$ cat src/rtl/cmutex_merge_n_d_sync_if.sv
// Handshake bundle for cmutex_merge_n_d_sync: N upstream drive/free channels with
// payloads plus the single downstream drive/free pair and status flags.
interface cmutex_merge_n_d_sync_if #(
    parameter int DATA_WIDTH = 128,
    parameter int N_IN       = 4
);
    localparam int IDX_W = $clog2(N_IN);

    logic [N_IN-1:0]            i_drive;
    logic [N_IN-1:0]            o_free;
    logic [N_IN*DATA_WIDTH-1:0] i_data;
    logic                       o_driveNext;
    logic                       i_freeNext;
    logic [DATA_WIDTH-1:0]      o_data;
    logic [IDX_W-1:0]           o_grant;
    logic                       o_busy;
    logic                       o_overrun;

    modport slave (
        input  i_drive, i_data, i_freeNext,
        output o_free, o_driveNext, o_data, o_grant, o_busy, o_overrun
    );

    modport master (
        output i_drive, i_data, i_freeNext,
        input  o_free, o_driveNext, o_data, o_grant, o_busy, o_overrun
    );
endinterface

$ cat src/rtl/cmutex_merge_n_d_sync.sv
// Clocked N-input mutual-exclusion merge with registered payload and grant index.
// Define CMUTEXMERGE_RR_EN for round-robin arbitration; default is fixed lowest-index priority.
module cmutex_merge_n_d_sync #(
    parameter int DATA_WIDTH = 128,
    parameter int N_IN       = 4
) (
    input  logic                  clk,
    input  logic                  rst,
    cmutex_merge_n_d_sync_if.slave bus
);
    localparam int IDX_W = $clog2(N_IN);

    typedef enum logic {ST_IDLE, ST_WAIT} state_t;

    state_t                state_q, state_d;
    logic [N_IN-1:0]       pending_q, pending_d;
    logic [N_IN-1:0]       free_q, free_d;
    logic [N_IN-1:0]       clr;
    logic                  drive_next_q, drive_next_d;
    logic                  busy_q, busy_d;
    logic                  overrun_q, overrun_d;
    logic [DATA_WIDTH-1:0] data_q, data_d;
    logic [IDX_W-1:0]      grant_q, grant_d;
    logic [IDX_W-1:0]      win;
    logic                  win_vld;
    logic [DATA_WIDTH-1:0] win_data;
`ifdef CMUTEXMERGE_RR_EN
    logic [IDX_W-1:0]      last_q, last_d;
    logic [IDX_W-1:0]      cand;
`endif

    // Winner is chosen from the registered pending set only, keeping inputs off the output path.
    always_comb begin
        win     = '0;
        win_vld = 1'b0;
`ifdef CMUTEXMERGE_RR_EN
        cand    = '0;
        for (int i = 0; i < N_IN; i++) begin
            cand = IDX_W'((int'(last_q) + 1 + i) % N_IN);
            if (!win_vld && pending_q[cand]) begin
                win     = cand;
                win_vld = 1'b1;
            end
        end
`else
        for (int i = N_IN - 1; i >= 0; i--) begin
            if (pending_q[i]) begin
                win     = IDX_W'(i);
                win_vld = 1'b1;
            end
        end
`endif
    end

    always_comb begin
        win_data = '0;
        for (int k = 0; k < N_IN; k++) begin
            if (win == IDX_W'(k)) win_data = bus.i_data[k*DATA_WIDTH +: DATA_WIDTH];
        end
    end

    always_comb begin
        clr = '0;
        for (int k = 0; k < N_IN; k++) begin
            clr[k] = (state_q == ST_WAIT) && bus.i_freeNext && (grant_q == IDX_W'(k));
        end

        // A drive coinciding with its own completion re-arms the channel rather than overrunning.
        pending_d    = (pending_q & ~clr) | bus.i_drive;
        overrun_d    = overrun_q | (|(bus.i_drive & pending_q & ~clr));
        free_d       = clr;
        state_d      = state_q;
        drive_next_d = 1'b0;
        data_d       = data_q;
        grant_d      = grant_q;
`ifdef CMUTEXMERGE_RR_EN
        last_d       = last_q;
`endif

        case (state_q)
            ST_IDLE: begin
                if (win_vld) begin
                    data_d       = win_data;
                    grant_d      = win;
                    drive_next_d = 1'b1;
                    state_d      = ST_WAIT;
`ifdef CMUTEXMERGE_RR_EN
                    last_d       = win;
`endif
                end
            end
            ST_WAIT: begin
                if (bus.i_freeNext) state_d = ST_IDLE;
            end
            default: state_d = ST_IDLE;
        endcase

        busy_d = (state_d == ST_WAIT);
    end

    always_ff @(posedge clk or negedge rst) begin
        if (!rst) begin
            state_q      <= ST_IDLE;
            pending_q    <= '0;
            free_q       <= '0;
            drive_next_q <= 1'b0;
            busy_q       <= 1'b0;
            overrun_q    <= 1'b0;
            data_q       <= '0;
            grant_q      <= '0;
`ifdef CMUTEXMERGE_RR_EN
            last_q       <= IDX_W'(N_IN - 1);
`endif
        end else begin
            state_q      <= state_d;
            pending_q    <= pending_d;
            free_q       <= free_d;
            drive_next_q <= drive_next_d;
            busy_q       <= busy_d;
            overrun_q    <= overrun_d;
            data_q       <= data_d;
            grant_q      <= grant_d;
`ifdef CMUTEXMERGE_RR_EN
            last_q       <= last_d;
`endif
        end
    end

    assign bus.o_free      = free_q;
    assign bus.o_driveNext = drive_next_q;
    assign bus.o_data      = data_q;
    assign bus.o_grant     = grant_q;
    assign bus.o_busy      = busy_q;
    assign bus.o_overrun   = overrun_q;
endmodule

$ cat src/flat_wrapper.sv
// flat-port wrapper written by rule: the top's interface ports become plain ports
module cmutex_merge_n_d_sync_flat 
#(
    parameter int DATA_WIDTH = 128,
    parameter int N_IN       = 4
)
  (clk, rst, bus_i_drive, bus_i_data, bus_i_freeNext, bus_o_free, bus_o_driveNext, bus_o_data, bus_o_grant, bus_o_busy, bus_o_overrun);
  cmutex_merge_n_d_sync_if #(.DATA_WIDTH(DATA_WIDTH), .N_IN(N_IN)) bus_i ();
  input  logic clk;
  input  logic rst;
  input wire logic [$bits(bus_i.i_drive)-1:0] bus_i_drive;
  input wire logic [$bits(bus_i.i_data)-1:0] bus_i_data;
  input wire logic [$bits(bus_i.i_freeNext)-1:0] bus_i_freeNext;
  output wire logic [$bits(bus_i.o_free)-1:0] bus_o_free;
  output wire logic [$bits(bus_i.o_driveNext)-1:0] bus_o_driveNext;
  output wire logic [$bits(bus_i.o_data)-1:0] bus_o_data;
  output wire logic [$bits(bus_i.o_grant)-1:0] bus_o_grant;
  output wire logic [$bits(bus_i.o_busy)-1:0] bus_o_busy;
  output wire logic [$bits(bus_i.o_overrun)-1:0] bus_o_overrun;
  assign bus_i.i_drive = bus_i_drive;
  assign bus_i.i_data = bus_i_data;
  assign bus_i.i_freeNext = bus_i_freeNext;
  assign bus_o_free = bus_i.o_free;
  assign bus_o_driveNext = bus_i.o_driveNext;
  assign bus_o_data = bus_i.o_data;
  assign bus_o_grant = bus_i.o_grant;
  assign bus_o_busy = bus_i.o_busy;
  assign bus_o_overrun = bus_i.o_overrun;
  cmutex_merge_n_d_sync #(.DATA_WIDTH(DATA_WIDTH), .N_IN(N_IN)) u_core (.clk(clk), .rst(rst), .bus(bus_i));
endmodule
$ cat config.mk
export PLATFORM = sky130hd
export DESIGN_NAME = cmutex_merge_n_d_sync_flat
export DESIGN_NICKNAME = d
export VERILOG_FILES = /design/src/rtl/cmutex_merge_n_d_sync_if.sv /design/src/rtl/cmutex_merge_n_d_sync.sv /design/src/flat_wrapper.sv
export SDC_FILE = /design/constraint.sdc
export NUM_CORES = 1
export LEC_CHECK = 0
export BUFFER_PORTS_ARGS = -buffer_cell sky130_fd_sc_hd__buf_2
export CORE_AREA = 3 3 253 255
export DETAILED_ROUTE_END_ITERATION = 10
export DIE_AREA = 0 0 256 258
export GPL_TIMING_DRIVEN = 0
export PLACE_DENSITY_LB_ADDON = 0.12
export SYNTH_ARGS = -nofsm -noshare
export SYNTH_HDL_FRONTEND = slang
export SYNTH_SLANG_ARGS = --single-unit
$ cat constraint.sdc
create_clock -name clk -period 1.5 [get_ports clk]
set_input_delay 0 -clock clk [delete_from_list [all_inputs] [get_ports clk]]
set_output_delay 0 -clock clk [all_outputs]
set_load 0.03 [all_outputs]
==> results.md <==
- H-Tree Level Count: 4
- CTS tree: done
- Clock share of power: 27.0%
- Yosys reg bits: 141
- Critical path class: flip-flop to flip-flop
- Final Slew Violations: 0
- Clk buf depth: 2
- RR Startpoint: u_core.pending_q[0]
- Critical path peak fanout: 10
- Max frequency: 554 MHz
- CTS buffer count: 17
- Area of the mapped netlist: 9940 um2
- Layout cells sized above 1: 45.9%
- Maximum VDD drop: 0.898 mV
- Final min period: 1800 ps
- Data required, critical path: 1880 ps
- PD cells: 738 nW/um2
- # Max-Cap Violations: 0
- Net switching power: 6950 uW
- Post-synth EDFFs: 0
- DIE AREA: 66000 um2
- Synth top area share: 35.5%
- Synth warn: 0
- Skew-Pair Late Insertion Delay: 490 ps
- Crit start category: flip-flop
- Hold path start: bus_i_data[243]
- Tot Pwr: 17500 uW
- Worst setup EP type: flip-flop
- Post-detail-place hpwl: 57.7 mm
- Slew of the pin with the lowest slew margin: 785 ps
- Routed WL per cell: 25.0 um
- Final net count: 2988
- Leading area contributor after synthesis: dfrtp_1
- First-pass GRT wire length: 117 mm
- Die height: 258 um
- Total core area: 61800 um2
- Hold Vio Cnt, Final: 0
- Port-buffer cells: 655
- Placer Congestion: 0.935
- Outcome: finished, violations left
- Combinational power share: 45.4%
- Clock skew: 10.9 ps
- Net Count, Synth: 1750
- Final Core Density: 38.4%
- GR Util All Layers: 23.9%
- Reg2reg path depth: 9
- Io pins: 656
- Via density: 4.80
- Number of fillers in the final layout: 6333
- CTS Sinks: 141
- RSZ-0062 raised after global routing: true
- Hold Crit Depth: 3
- Starting density of the core: 16.1%
- GR Util met2: 41.2%
- Clock tree root buffer cell: clkbuf_16
- Hold EP: u_core.bus.o_data[115]
- Largest net degree at the start of global routing: 75
- Number of DRC markers in iteration 0: 928
- Sequential area share after synthesis: 35.5%
- Register share of total power: 27.6%
- R2r setup slk: -300 ps
- Reg clk slew, reported paths: 60 ps
- Most instantiated cells after synthesis: 257 x a21oi_1, 141 x dfrtp_1, 130 x nand2_1
- DIE WIDTH: 256 um
- Top-count cell post-synth: a21oi_1
- Period utilization: 120%
- First drt pass iteration count: 5
- GR Layer Usage met3: 5.89%
- Asr flop ratio synth: 100%
- Mapped Avg Cell Area: 8.08 um2
- WP data arrival: 2190 ps
- Total global routing overflow: 0
- Sw frac: 39.6%
- DRC: 0
- Tightest Hold Check Type: input port to flip-flop
- Post-route ant nets: 0
- Initial antenna violation count: 11
- Cells after synthesis: 1231
- Met1 usage: 28.4%
- R2R Path End: u_core.bus.o_data[46]
- Global-route layer with the greatest usage: met2
- Via count: 16000
- Fin worst setup slack: -305 ps
- Main synth FF type: dfrtp_1
- Vias in the first global route: 17200
- Synth area leaders: dfrtp_1 35%, a21oi_1 13%, a221oi_1 11%
- Final WL: 83.2 mm
- P&R area growth vs syn: 139%
- P_leak: 0.00979 uW
- Cell variety after synth: 30
- Cell internal pwr: 10600 uW
- Violated checks: setup timing
- Core Rows: 91
- Slew Limit Headroom: 47.6%
- Count of final setup violators: 129
cell families (layout without fill, tap and decap cells):
group / count (synthesis) / after routing / synth area share [%]
AO/OA/AOI/OAI: 523 / 523 / 36.2
AND/OR/NAND/NOR: 401 / 401 / 20.4
other: 0 / 10 / 0
buffers and inverters: 166 / 1417 / 7.94
flip-flops: 141 / 141 / 35.5
state kept, by name (all words and copies together), names as in the netlist:
signal,count
u_core.bus.o_data,128
u_core.bus.o_overrun,1
u_core.bus.o_driveNext,1
u_core.bus.o_grant,2
u_core.pending_q,4
u_core.bus.o_free,4
u_core.state_q,1
power by group through the flow:
stage / clock network (uW) / registers (uW) / logic (uW)
4_1_cts: 4910 / 4820 / 7280
6_report: 4730 / 4840 / 7970
2_1_floorplan: 0 / 6010 / 1670
3_3_place_gp: 0 / 4870 / 5520
3_5_place_dp: 0 / 4870 / 5510
5_1_grt: 4990 / 4910 / 8400
through the flow:
step | hold WS (ps) | instances | instance area, um2 | worst slack [ps] | setup TNS, ps
floorplan | -296 | 1231 | 10100 | -23.7 | -2020
global placement | 220 | 2723 | 14500 | -2750 | -468100
detailed placement | 12.2 | 2724 | 14500 | -1370 | -135000
CTS | 13.2 | 3307 | 22100 | -311 | -31190
global route | 35.0 | 3327 | 23800 | -386 | -39160
finish | 42.3 | 3329 | 23800 | -305 | -29770
repair_timing:
action,4_1_cts,5_1_grt
gates resized for setup,362,279
hold buffers,513,0
endpoints found under the setup margin,136,135
pin swaps,42,76
hold endpoints to repair,224,0
setup buffers,25,8
cloned,15,10
cell usage in the layout (no fill, tap or decap), types with 11 or more instances in the layout:
| cell type | instances |
|---|---|
| buf_2 | 668 |
| o311ai_1 | 58 |
| nand3_1 | 43 |
| buf_4 | 30 |
| o311ai_4 | 16 |
| a21oi_2 | 11 |
| clkbuf_16 | 36 |
| dlygate4sd3_1 | 513 |
| buf_8 | 11 |
| clkbuf_2 | 36 |
| buf_12 | 40 |
| clkbuf_1 | 11 |
| a21oi_1 | 246 |
| buf_6 | 17 |
| a221oi_2 | 66 |
| o311ai_2 | 47 |
| clkbuf_4 | 18 |
| nand3_2 | 58 |
| nand3_4 | 28 |
| nand2b_1 | 126 |
| dfrtp_1 | 138 |
| a221oi_1 | 60 |
| nand2_1 | 117 |
per-layer routing:
| metal | vias up | part of all wire, % |
|---|---|---|
| met1 | 7828 | 40 |
| met4 | 0 | 3.9 |
| met5 | - | 0 |
| met2 | 746 | 49 |
| li1 | 7261 | - |
| met3 | 153 | 6.5 |
area by class of cell:
type / count / area [um2] / area share, %
multi-input cells: 924 / 7490 / 31.5
clock buffers: 21 / 450 / 1.90
diodes: 10 / 25.0 / 0.105
repair inverters: 1 / 8.76 / 0.0368
inverters: 9 / 60.1 / 0.253
flip-flops and latches: 141 / 3530 / 14.9
clock inverters: 11 / 143 / 0.600
well taps: 837 / 1050 / 4.41
plain buffers: 154 / 1640 / 6.91
repair buffers: 1221 / 9370 / 39.4
how the worst max path moves through the flow:
stage / slack (ps) / startpoint / to / cells past startpoint
after floorplan: -20 / u_core.state_q / u_core.bus.o_data[106] / 7
final: -300 / u_core.pending_q[0] / u_core.bus.o_data[46] / 9
after global placement: -2750 / rst / u_core.state_q / 1
after global routing: -390 / u_core.pending_q[1] / u_core.bus.o_data[39] / 9
after CTS: -310 / u_core.pending_q[1] / u_core.bus.o_data[45] / 9
after detailed placement: -1370 / u_core.pending_q[1] / u_core.bus.o_data[71] / 6
critical path, cell delays in order, from the launching register on:
cell and delay [ps]:
dfrtp_1 370, buf_6 130, or2_4 270, nor3b_4 210, buf_6 160, buf_12 120
buf_12 110, buf_8 130, nand3_1 100, o311ai_2 80
Note: power is estimated with default switching activity, not from simulation.
